==> src/rtl/fp16_div_seq.sv <==
// ---------------------------------------------------------------------------
// fp16_div_seq
//   Iterative half-precision divider, Result = A / B. It is the multi-cycle
//   counterpart of the combinational FP multiplier. The number format has no
//   subnormals, NaN or rounding, and quotients are truncated.
//   The quotient mantissa comes from a 12-step restoring division.
//   Operands with a zero exponent are resolved at capture and bypass it.
//
// Ports
//   clk        rising-edge clock
//   rst        synchronous active-high reset; aborts any operation in flight
//   start      request, only looked at while idle
//   A, B       dividend / divisor (FP16), captured on an accepted start
//   busy       high whenever the unit is not idle (including the done cycle)
//   done       one-cycle pulse; Result and flags are valid from this cycle on
//   Result     registered quotient
//   Zero       Result is +0 or -0
//   DivZero    divisor exponent was zero
//   Overflow   exponent saturated to infinity
//   Underflow  exponent flushed to zero
// ---------------------------------------------------------------------------
module fp16_div_seq #(
  parameter int EXP_W = 5,
  parameter int MAN_W = 10,
  parameter int BIAS  = 15
) (
  input  logic                       clk,
  input  logic                       rst,
  input  logic                       start,
  input  logic [EXP_W+MAN_W:0]       A,
  input  logic [EXP_W+MAN_W:0]       B,
  output logic                       busy,
  output logic                       done,
  output logic [EXP_W+MAN_W:0]       Result,
  output logic                       Zero,
  output logic                       DivZero,
  output logic                       Overflow,
  output logic                       Underflow
);

  localparam int FW = 1 + EXP_W + MAN_W;  // full word width
  localparam int QW = MAN_W + 2;          // remainder / quotient width
  localparam int EW = EXP_W + 2;          // signed working exponent width

  localparam logic [3:0]              LAST_STEP = 4'(QW - 1);
  localparam logic signed [EW-1:0]    E_SAT     = EW'((2 ** EXP_W) - 1);
  localparam logic signed [EW-1:0]    E_ZERO    = '0;
  localparam logic signed [EW-1:0]    E_ONE     = EW'(1);
  localparam logic signed [EW-1:0]    E_BIAS    = EW'(BIAS);
  localparam logic [EXP_W-1:0]        EXP_INF   = '1;

  typedef enum logic [1:0] {S_IDLE, S_CALC, S_NORM, S_DONE} state_t;

  state_t                   state_q, state_d;
  logic [3:0]               cnt_q, cnt_d;
  logic [QW-1:0]            rem_q, rem_d;
  logic [MAN_W:0]           div_q, div_d;
  logic [QW-1:0]            quo_q, quo_d;
  logic signed [EW-1:0]     exp_q, exp_d;
  logic                     sign_q, sign_d;
  logic [FW-1:0]            result_q, result_d;
  logic                     zero_q, zero_d;
  logic                     divz_q, divz_d;
  logic                     ovf_q, ovf_d;
  logic                     unf_q, unf_d;

  // Combinational helpers for the CALC and NORM steps
  logic [QW-1:0]            rem_sub;
  logic                     q_bit;
  logic [MAN_W-1:0]         man_n;
  logic signed [EW-1:0]     exp_n;
  logic                     sign_in;

  assign sign_in = A[FW-1] ^ B[FW-1];

  always_comb begin
    state_d  = state_q;
    cnt_d    = cnt_q;
    rem_d    = rem_q;
    div_d    = div_q;
    quo_d    = quo_q;
    exp_d    = exp_q;
    sign_d   = sign_q;
    result_d = result_q;
    zero_d   = zero_q;
    divz_d   = divz_q;
    ovf_d    = ovf_q;
    unf_d    = unf_q;
    rem_sub  = rem_q;
    q_bit    = 1'b0;
    man_n    = '0;
    exp_n    = exp_q;

    case (state_q)
      S_IDLE: begin
        if (start) begin
          sign_d = sign_in;
          exp_d  = signed'(EW'(A[FW-2 -: EXP_W])) - signed'(EW'(B[FW-2 -: EXP_W])) + E_BIAS;
          rem_d  = {1'b0, 1'b1, A[MAN_W-1:0]};
          div_d  = {1'b1, B[MAN_W-1:0]};
          quo_d  = '0;
          cnt_d  = '0;
          zero_d = 1'b0;
          divz_d = 1'b0;
          ovf_d  = 1'b0;
          unf_d  = 1'b0;
          if (B[FW-2 -: EXP_W] == '0) begin
            result_d = {sign_in, EXP_INF, {MAN_W{1'b0}}};
            divz_d   = 1'b1;
            state_d  = S_DONE;
          end else if (A[FW-2 -: EXP_W] == '0) begin
            result_d = {sign_in, {(FW-1){1'b0}}};
            zero_d   = 1'b1;
            state_d  = S_DONE;
          end else begin
            state_d  = S_CALC;
          end
        end
      end

      S_CALC: begin
        // One restoring step; quotient bits shift in at the LSB so the first
        // bit produced lands in the MSB after the final step.
        if (rem_q >= {1'b0, div_q}) begin
          rem_sub = rem_q - {1'b0, div_q};
          q_bit   = 1'b1;
        end
        rem_d = rem_sub << 1;
        quo_d = {quo_q[QW-2:0], q_bit};
        cnt_d = cnt_q + 4'd1;
        if (cnt_q == LAST_STEP) begin
          state_d = S_NORM;
        end
      end

      S_NORM: begin
        // Quotient of two [1,2) mantissas lies in (0.5,2): at most one
        // left shift is ever needed.
        if (quo_q[QW-1]) begin
          man_n = quo_q[QW-2:1];
          exp_n = exp_q;
        end else begin
          man_n = quo_q[MAN_W-1:0];
          exp_n = exp_q - E_ONE;
        end
        zero_d = 1'b0;
        ovf_d  = 1'b0;
        unf_d  = 1'b0;
        if (exp_n >= E_SAT) begin
          result_d = {sign_q, EXP_INF, {MAN_W{1'b0}}};
          ovf_d    = 1'b1;
        end else if (exp_n <= E_ZERO) begin
          result_d = {sign_q, {(FW-1){1'b0}}};
          unf_d    = 1'b1;
          zero_d   = 1'b1;
        end else begin
          result_d = {sign_q, exp_n[EXP_W-1:0], man_n};
        end
        state_d = S_DONE;
      end

      S_DONE: begin
        state_d = S_IDLE;
      end

      default: begin
        state_d = S_IDLE;
      end
    endcase
  end

  always_ff @(posedge clk) begin
    if (rst) begin
      state_q  <= S_IDLE;
      cnt_q    <= '0;
      rem_q    <= '0;
      div_q    <= '0;
      quo_q    <= '0;
      exp_q    <= '0;
      sign_q   <= 1'b0;
      result_q <= '0;
      zero_q   <= 1'b0;
      divz_q   <= 1'b0;
      ovf_q    <= 1'b0;
      unf_q    <= 1'b0;
    end else begin
      state_q  <= state_d;
      cnt_q    <= cnt_d;
      rem_q    <= rem_d;
      div_q    <= div_d;
      quo_q    <= quo_d;
      exp_q    <= exp_d;
      sign_q   <= sign_d;
      result_q <= result_d;
      zero_q   <= zero_d;
      divz_q   <= divz_d;
      ovf_q    <= ovf_d;
      unf_q    <= unf_d;
    end
  end

  assign busy      = (state_q != S_IDLE);
  assign done      = (state_q == S_DONE);
  assign Result    = result_q;
  assign Zero      = zero_q;
  assign DivZero   = divz_q;
  assign Overflow  = ovf_q;
  assign Underflow = unf_q;

endmodule

==> config.mk <==
export PLATFORM = sky130hd
export DESIGN_NAME = fp16_div_seq
export DESIGN_NICKNAME = d
export VERILOG_FILES = /design/src/rtl/fp16_div_seq.sv
export SDC_FILE = /design/constraint.sdc
export NUM_CORES = 1
export LEC_CHECK = 0
export ABC_AREA = 1
export CORE_MARGIN = 3
export CORE_UTILIZATION = 45
export DETAILED_ROUTE_END_ITERATION = 16
export PLACE_DENSITY = 0.67
export SETUP_SLACK_MARGIN = 0.2
export SLEW_MARGIN = 20
export SYNTH_ARGS = -nofsm -noshare
export SYNTH_HDL_FRONTEND = slang
export SYNTH_SLANG_ARGS = --single-unit
export TNS_END_PERCENT = 30
==> constraint.sdc <==
create_clock -name clk -period 5.6 [get_ports clk]
set_clock_uncertainty 0.15 [all_clocks]
set_input_delay 0.56 -clock clk [delete_from_list [all_inputs] [get_ports clk]]
set_output_delay 0.56 -clock clk [all_outputs]
set_load 0.005 [all_outputs]
== After elaboration in Yosys (flattened, before gate mapping) ==
Cells that the tools add are included.
Storage, ports and cells
  input bits: 35
  word-level logic and storage cells: 72
  register bits: 69
Operators by class
  add/sub/neg operators: 5
  mux-type cells: 33
  bitwise gates (word level): 1
  order comparisons: 3
  reductions and logical operators: 11
  eq/ne operators: 7
Operators with widths (number)
  16-bit two-way mux: 3
  12-bit one-hot mux with 2 select lines: 2
  16-bit one-hot mux with 2 select lines: 1
  15-bit two-way mux: 2
  12-bit two-way mux: 2
  7-bit two-way mux: 2
  12-bit by 11-bit greater-or-equal comparator with 1-bit output: 1
  11-bit two-way mux: 1
  11-bit subtractor: 1
  5-bit logical NOT: 2
  10-bit two-way mux: 1
  1-bit two-way mux: 9
  2-bit two-way mux: 4
  2-bit one-hot mux with 4 select lines: 1
  4-bit one-hot mux with 2 select lines: 1
  2-bit AND reduction: 4
  6-bit by 5-bit adder with 7-bit output (second input constant): 1
  7-bit by 6-bit greater-or-equal comparator with 1-bit output (second input constant): 1
  7-bit by 1-bit less-or-equal comparator with 1-bit output (second input constant): 1
  7-bit by 2-bit subtractor with 7-bit output (second input constant): 1
  1-bit one-hot mux with 2 select lines: 3
  2-bit nonzero test: 3
  5-bit by 5-bit subtractor with 6-bit output: 1
  4-bit by 1-bit adder with 4-bit output (second input constant): 1
  9 further kinds: 11

== Logic depth before layout (Yosys ltp) ==
  depth in word-level cells: 7
  mapped depth: 13

== Least setup slack after synthesis ==
Ideal clock, no wire load.
  path type: input -> register
  start: in A[10]
  end: reg exp_q[5]
  data arrival time: 1.933 ns
  slack: 3.400 ns
  cell stages on the path: 13
  setup time: 0.117 ns
  path through: inv_1 > ha_1 > inv_1 > fa_1 > nand3_1 > nand3_1 > or2_2 > nand2_1 > inv_1 > nand3_1 > nand2_1 > nor2_1 > nor2_1
On the way
  word-level cells in the longest chain between the ends: 2
RTL lines
  start, declared: RTL line 30  | input logic [EXP_W+MAN_W:0] A,
  5-bit by 5-bit subtractor with 6-bit output: RTL line 98  | exp_d = signed'(EW'(A[FW-2 -: EXP_W])) - signed'(EW'(B[FW-2 -: EXP_W])) + E_BIAS;
  6-bit by 5-bit adder with 7-bit output: RTL line 98
  end signal, assigned: RTL line 192  | exp_q <= exp_d;
  end, declared: RTL line 59  | logic signed [EW-1:0] exp_q, exp_d;
No other way between the ends.
A chain may end at the register's enable or synchronous reset.

== Worst setup path in the final report ==
  start: in start
  end: reg cnt_q[3]
On the way
  word-level cells in the longest chain between the ends: 2
RTL lines
  start, declared: RTL line 29  | input logic start,
  2-bit != test (no source line)
  2-bit AND reduction (no source line)
  end signal, assigned: RTL line 188  | cnt_q <= cnt_d;
  end, declared: RTL line 55  | logic [3:0] cnt_q, cnt_d;
No other way between the ends.

==> flow_summary.toml <==
[drt]
ant_nets = 0
wl_per_cell_um = 13.5
vias = 4198
wl_mm = 10.7
first_pass_iters = 5
first_iter_violations = 212
drc = 0
drt-vias-per-instance = 5.28

[critical_path]
cp.arrival_ps = 3360
cpLargestDelayFamily = "buffers and inverters"
critical_path.startpoint_type = "primary input"
slowest_stage = "clkinv_1"
crit_buf_inv = 2
critPathMaxFanout = 31
crit_path_max_incr_delay_ps = 740
crit_path_cell_trace = "clkdlybuf4s50_1 > nand2_1 > o21ai_2 > clkinv_1 > nor4_1 > nor3_1"
end_kind = "flop"
cp.required_ps = 5670
critPathKind = "in2reg"

[cells_and_area]
nets = 743
n_fill_cell = 880
antenna_cells = 0
final_cell_mix = "151 x nand2_1, 85 x inv_1, 83 x a21oi_1, 69 x dfxtp_1, 56 x clkdlybuf4s50_1"
multi_input_area_mm2 = 0.00237
fin_util_pct = 56.3
final_common_cell = "nand2_1"
layout-drive-gt1-share_pct = 4.95
seq_area_mm2 = 0.00138
syn2layout_area_growth_pct = 19.2

[timing]
period_share_pct = 58.8
final_max_slew_viol_count = 0
fmax_ghz = 0.304
relSlewSlack_pct = 34.1
min_period_ps = 3290
hold_viol = 0
setup_viol = 0
worst_pin_slew_ps = 986
rsz0062_at_grt = "no"
setup-tns-final_ps = 0
holdWs_ps = 314

[grt]
use_met2_pct = 33.9
antenna_found_initial = 0
top_usage_layer = "met2"
grt_overflow = 0
met1_usage_pct = 30.3
use_met3_pct = 3.65
grt_pass1_vias = 3866
grt_max_degree = 37
grt_pass1_wl_mm = 18.0
grt_use_total_pct = 21.3

[job]
cap_violations = 0

[synthesis]
yosys-top-cells-area = "dfxtp_1 33%, nand2_1 13%, a21oi_1 9.8%, inv_1 7.6%, ha_1 6.8%"
synthesis.nets = 701
syn_area_per_cell_um2 = 6.58
synth_ff_type = "dfxtp_1"
ys_seq_elements = 69
ys_types = 35
synth_edf_count = 0
yosysSeqAreaShare_pct = 32.7
ys_warn_count = 0
postSynthCellCount = 641
yosysTopAreaCell = "dfxtp_1"
syn_area_mm2 = 0.00422
ys_async_sr_fraction_pct = 0
yosysTopAreaCellShare_pct = 32.7

[place]
place_congestion = 0.895
hpwlAfterDp_mm = 8.03
portBuffers = 56

[die]
die_h_um = 103
dieArea_mm2 = 0.0106
rows = 34
core_mm2 = 0.00893
initial_utilization_pct = 47.2
boundaryPins = 57
die_w_um = 103

[clock_tree]
clk_pin_slew_ps = 80
clkLatencyLatePin_ps = 340
cts-buffers-inserted = 9
clock_tree.root_cell = "clkbuf_8"
postCtsHoldBufs = 0
post_cts_resized = 0
cts_tree = "yes"
clkSinkCount = 69
clockBufferDepth = 2
post-cts-setup-buffers = 0
cts_max_level = 3

[run_status]
status = "finished, final reports clean"

[pwr]
powerDensity_mw_per_mm2 = 451
p_total_w = 0.00227
p_leak_nw = 2.16
ir_worst_vdd_mv = 0.251

[hold_path]
hold_path_class = "reg2reg"
[cell type report]
type / instances / area share [%]
repair buffers: 57 / 11.3
multi-input cells: 456 / 47.2
inverters: 90 / 6.71
well taps: 108 / 2.69
clock buffers: 9 / 2.46
clock inverters: 6 / 2.21
flip-flops and latches: 69 / 27.4
[tightest hold or removal path, cell delays in order, from the launching register on]
cell     delay (ps)
dfxtp_1         300
inv_1            60
a21oi_1          60
[registers in the layout, indices dropped and copies added, names as in the netlist]
signal and flops:
Overflow 1, Zero 1, rem_q 12, DivZero 1, quo_q 12, sign_q 1
Underflow 1, div_q 11, exp_q 7, Result 16, cnt_q 4, state_q 2
[logic make-up (layout without fill, tap and decap cells)]
kind of cell	after synthesis	count (layout)	share of synthesized area (%)
buffers and inverters	116	162	11.0
and+or+nand+nor	285	285	29.8
muxes	1	1	0.237
xor gates and xnor gates	6	6	1.25
adders and majority gates	25	25	7.77
AOI/OAI and AO/OA	139	139	17.2
DFF	69	69	32.7
[cell usage after synthesis (5+ instances only)]
master and count:
dfxtp_1 69, buf_2 5, clkbuf_1 14, nand3_1 52
a21oi_1 83, nand2_1 151, nand4_1 17, ha_1 23
o21ai_0 46, inv_1 85, nor3_1 11, nor2_1 37
[power by group]
part           internal, W  switching (W)  total (W)  leakage (nW)
clock network     0.000294       0.000198   0.000493         0.116
registers         0.000567      0.0000568   0.000624         0.564
logic             0.000397       0.000758    0.00115          1.48
total              0.00126        0.00101    0.00227          2.16
[stage by stage]
stage               setup slack (ps)  area, um^2  cells
floorplan                       3400        4220    641
global placement                2040        4800    780
detailed placement              1960        4800    780
CTS                             2260        5030    795
global route                    1860        5030    795
finish                          2310        5030    795
[final timing paths]
path,startpoint,slack (ps),endpoint,depth (start not counted)
max reg2reg,state_q[0]$_SDFFE_PP0P_,2330,Result[1]$_SDFFE_PP0P_,10
min,div_q[5]$_SDFFE_PP0P_,310,div_q[5]$_SDFFE_PP0P_,2
min reg2reg,div_q[5]$_SDFFE_PP0P_,310,div_q[5]$_SDFFE_PP0P_,2
max,start,2310,cnt_q[3]$_SDFFE_PP0P_,6
[routing by layer]
layer  wire, um  vias up
li1           -     2175
met1       5180     1919
met2       4900       94
met3        564       10
met4         93        0
met5          0        -
(Power assumes the default switching activity.)
==> patch 1: new RTL, same settings <==
Set the parameter `EXP_W` to 4 (it was 5).
--- a/src/rtl/fp16_div_seq.sv
+++ b/src/rtl/fp16_div_seq.sv
@@ -21,5 +21,5 @@
 // ---------------------------------------------------------------------------
 module fp16_div_seq #(
-  parameter int EXP_W = 5,
+  parameter int EXP_W = 4,
   parameter int MAN_W = 10,
   parameter int BIAS  = 15
Interface: changed (resized A, B and Result); port bits go from 57 to 54. The function was not compared with the original's and may differ.
==> patch 1 against the original RTL <==
- area after synthesis fell by 4.1%
- final cell count down 3.1%
- core utilization increased by 0.71 points
- largest cell class unchanged
- register-to-register slack improved by 0.29 ns
- wire length shrank 2.9%
- sequential power decreased by 0.8%
- sequential cell count shrank 2
- setup slack better by 0.31 ns
- cell area down 4.1%
- total power increased by 0.15%
- via count is 2.6% lower
- worst hold slack better by 0.0038 ns
==> patch 1: results (changes against the original RTL) <==
| Metric | Value |
|---|---|
| Status | `finished, final reports clean (unchanged)` |
| Share of cells above drive strength 1 | `0.0496 (was 0.0495)` |
| Met3 Routed Length | `468 um (was 564 um)` |
| R2R setup slack | `2.62 ns (was 2.33 ns)` |
| Post-DR wirelength/cell | `13.5 um (about the same)` |
| First-pass GRT wire length | `17.8 mm (was 18.0 mm)` |
| Met2 Use GR | `0.374 (was 0.339)` |
| Area of the multi-input gates | `2260 sq um (was 2370 sq um)` |
| Hpwl dp | `7.85 mm (was 8.03 mm)` |
| Largest net degree at the start of global routing | `35 (was 37)` |
| Sequential area share after synthesis | `0.331 (was 0.327)` |
| Commonest cells in the netlist | `154 x nand2_1, 82 x a21oi_1, 75 x inv_1, 67 x dfxtp_1, 43 x nand3_1 (was 151 x nand2_1, 85 x inv_1, 83 x a21oi_1, 69 x dfxtp_1, 52 x nand3_1)` |
| Yosys cell types | `34 (was 35)` |
| R2R depth | `8 (was 10)` |
| End of the worst hold path | `rem_q[0]$_SDFFE_PP0P_ (was div_q[5]$_SDFFE_PP0P_)` |
| Dominant cells by area after synthesis | `dfxtp_1 33%, nand2_1 14%, a21oi_1 10% (was dfxtp_1 33%, nand2_1 13%, a21oi_1 9.8%)` |
| Hold WS | `0.318 ns (was 0.314 ns)` |
| Net count, final | `717 (was 743)` |
| Max VDD drop | `200 uV (was 251 uV)` |
| Vias in the first global route | `3893 (was 3866)` |
| Total GRT Usage | `0.219 (was 0.213)` |
| Number of flip-flops in the largest register | `15 (was 16)` |
| XOR/XNOR share of the synthesized area | `0.0130 (was 0.0125)` |
| Slew margin rel. | `0.311 (was 0.341)` |
| Post-Synth Adder-Cell Area | `0.0779 (was 0.0777)` |
| DR WL met2 | `5.06 mm (was 4.90 mm)` |
| Synth Area in Compound Gates | `0.174 (was 0.172)` |
| Startpoint Class | `register (was input port)` |
| Worst path arrival time | `3.07 ns (was 3.36 ns)` |
| Multiplexer area fraction after synthesis | `0.00494 (was 0.00237)` |
| Vias | `4088 (was 4198)` |
| Clk root buf | `clkbuf_8 (unchanged)` |
| Grt met3 use | `0.0498 (was 0.0365)` |
| Worst reg2reg endpoint | `Result[11]$_SDFFE_PP0P_ (was Result[1]$_SDFFE_PP0P_)` |
| Hold path start | `rem_q[0]$_SDFFE_PP0P_ (was div_q[5]$_SDFFE_PP0P_)` |
| Final weighted congestion in routability-driven placement | `0.884 (was 0.895)` |
| M1 GR Usage | `0.280 (was 0.303)` |
| IO Port Bufs | `53 (was 56)` |
| Initial drt markers | `214 (was 212)` |
| DRT met1 WL | `4.76 mm (was 5.18 mm)` |
| Fillcell total | `842 (was 880)` |
| Placed instance area | `4600 sq um (was 4800 sq um)` |
| Static leakage | `0.00209 uW (was 0.00216 uW)` |
| Maximum clock path buffer count | `2 (unchanged)` |
## patch 1: cell type report
| cell class | count | share of cell area |
|---|---|---|
| timing repair buffer | 55 | 0.113 |
| inverter | 86 | 0.0669 |
| sequential | 67 | 0.278 |
| tap | 105 | 0.0272 |
| multi-input combinational | 441 | 0.468 |
| clock inverter | 5 | 0.0176 |
| clock buffer | 11 | 0.0293 |
## patch 1: power by group
group          switching, uW  internal, uW
Clock                    195           265
Sequential              60.6           558
Combinational            781           415
Total                   1040          1240
## patch 1: how the worst max path moves through the flow
stage | to | slack [ns] | cells past startpoint
2_1_floorplan | exp_q[3]$_SDFFE_PP0P_ | 3.46 | 10
3_3_place_gp | Result[10]$_SDFFE_PP0P_ | 2.41 | 6
3_5_place_dp | Result[10]$_SDFFE_PP0P_ | 2.31 | 6
4_1_cts | Result[11]$_SDFFE_PP0P_ | 2.59 | 8
5_1_grt | Result[12]$_SDFFE_PP0P_ | 2.23 | 8
6_report | Result[11]$_SDFFE_PP0P_ | 2.62 | 8
## patch 1: logic make-up after synthesis
family / after synthesis
xor gates and xnor gates: 6
muxes: 2
adders and majority gates: 24
DFF: 67
AOI/OAI and AO/OA: 136
and+or+nand+nor: 273
buffers and inverters: 113
## patch 1: per-stage QoR
stage / instances / worst slack (ns)
3_3_place_gp: 754 / 2.41
2_1_floorplan: 621 / 3.46
4_1_cts: 770 / 2.59
3_5_place_dp: 754 / 2.31
6_report: 770 / 2.62
5_1_grt: 770 / 2.23
## patch 1: critical path: stages, from the launching register on
cell,delay (ns)
dfxtp_1,0.39
inv_1,0.09
ha_1,0.25
nand2_1,0.66
nand2_1,0.44
nand2_1,0.48
inv_1,0.16
o21ai_0,0.19
a21oi_1,0.06
==> patch 2: new RTL, config.mk and constraints unchanged <==
Made on the original files. Take the reset off `result_q` and load it in a clocked block of its own.
--- a/src/rtl/fp16_div_seq.sv
+++ b/src/rtl/fp16_div_seq.sv
@@ -179,5 +179,4 @@
       exp_q    <= '0;
       sign_q   <= 1'b0;
-      result_q <= '0;
       zero_q   <= 1'b0;
       divz_q   <= 1'b0;
@@ -192,5 +191,4 @@
       exp_q    <= exp_d;
       sign_q   <= sign_d;
-      result_q <= result_d;
       zero_q   <= zero_d;
       divz_q   <= divz_d;
@@ -198,4 +196,8 @@
       unf_q    <= unf_d;
     end
+  end
+
+  always_ff @(posedge clk) begin
+    result_q <= result_d;
   end
 
Behaviour: not the same (a bounded check fails within 4 cycles, from zero or initial values and one cycle with rst high).
==> patch 2 against the original RTL <==
- wire length down 7.0%
- sequential cell count unchanged
- via count down 7.9%
- setup slack better by 0.46 ns
- non-clock buffer count up 1
- sequential share of layout area up 2.3 points
- die area up 3.3%
- maximum frequency up 16%
- cell area up 3.1%
- first-iteration DRC count down 14%
- total power up 6.4%
- area after synthesis up 3.5%
- critical path type is now register to register
- largest cell class unchanged
- highest routed layer unchanged
==> patch 2: results (changes against the original RTL) <==
| Metric | Value |
|---|---|
| DR WL met2 | `4.66 mm (was 4.90 mm)` |
| Total GRT Usage | `0.190 (was 0.213)` |
| NetSw | `1090 uW (was 1010 uW)` |
| Pre-CTS setup slack | `2.53 ns (was 1.96 ns)` |
| Hold path start | `Overflow$_SDFFE_PP0P_ (was div_q[5]$_SDFFE_PP0P_)` |
| Met2 Use GR | `0.304 (was 0.339)` |
| Largest net degree at the start of global routing | `33 (was 37)` |
| Syn Nets | `651 (was 701)` |
| First-pass GRT wire length | `17.3 mm (was 18.0 mm)` |
| Worst path arrival time | `2.95 ns (was 3.36 ns)` |
| Comb power frac | `0.542 (was 0.508)` |
| Vias | `3868 (was 4198)` |
| Cell Count, Final, Fillers Out | `774 (was 795)` |
| Seq pwr | `663 uW (was 624 uW)` |
| Placed insts | `758 (was 780)` |
| End of the worst hold path | `Overflow$_SDFFE_PP0P_ (was div_q[5]$_SDFFE_PP0P_)` |
| Commonest cells in the netlist | `138 x nand2_1, 77 x inv_1, 59 x a21oi_1, 53 x dfxtp_1, 41 x o21ai_0 (was 151 x nand2_1, 85 x inv_1, 83 x a21oi_1, 69 x dfxtp_1, 52 x nand3_1)` |
| DRT met1 WL | `4.74 mm (was 5.18 mm)` |
| Hpwl dp | `7.57 mm (was 8.03 mm)` |
| Net count, final | `700 (was 743)` |
| Dominant cells by area after synthesis | `dfxtp_1 24%, nand2_1 12%, edfxtp_1 11% (was dfxtp_1 33%, nand2_1 13%, a21oi_1 9.8%)` |
| Crit Path Max Fanout | `32 (was 31)` |
| Crit path from | `state_q[0]$_SDFFE_PP0P_ (was start)` |
| Multiplexer area fraction after synthesis | `0.00458 (was 0.00237)` |
| R2R depth | `7 (was 10)` |
| Number of flops mapped to enable cells by yosys | `16 (was 0)` |
| Delay-heaviest family, CP | `simple AND/OR/NAND/NOR gates (was buffers and inverters)` |
| XOR/XNOR share of the synthesized area | `0.0120 (was 0.0125)` |
| M1 GR Usage | `0.258 (was 0.303)` |
| Status | `finished, final reports clean (unchanged)` |
| Vias in the first global route | `3722 (was 3866)` |
| Final weighted congestion in routability-driven placement | `0.844 (was 0.895)` |
| Sequential area share after synthesis | `0.353 (was 0.327)` |
| Synth Area in Compound Gates | `0.154 (was 0.172)` |
| Max VDD drop | `207 uV (was 251 uV)` |
| Hold WS | `0.314 ns (about the same)` |
| Post-Synth Adder-Cell Area | `0.0750 (was 0.0777)` |
| Synthesized area per cell | `7.39 sq um (was 6.58 sq um)` |
## patch 2: cell count changes after synthesis, moves of 5 or more
cell	unedited run	this run
inv_1	85	77
a21oi_1	83	59
dfxtp_1	69	53
nand3_1	52	33
edfxtp_1	0	16
nand2_1	151	138
nand2_2	4	13
clkbuf_1	14	9
nand3_2	0	16
a21oi_2	0	11
o21ai_0	46	41
nor3_1	11	3
nand4_1	17	7
## patch 2: kinds of logic (layout without fill, tap and decap cells)
| kind of cell | Yosys count | after routing |
|---|---|---|
| simple gates | 263 | 263 |
| fa+ha+maj | 25 | 25 |
| mux | 2 | 2 |
| compound gates | 121 | 121 |
| flops | 69 | 69 |
| buf+inv | 105 | 159 |
| xor+xnor | 6 | 6 |
## patch 2: layout make-up
type                            count  area, sq um
Multi-Input combinational cell    417         2370
Sequential cell                    69         1540
Clock buffer                       10          128
Clock inverter                      6         88.8
Fill cell                         893         4140
Timing Repair Buffer               58          576
Inverter                           85          324
Tap cell                          129          161
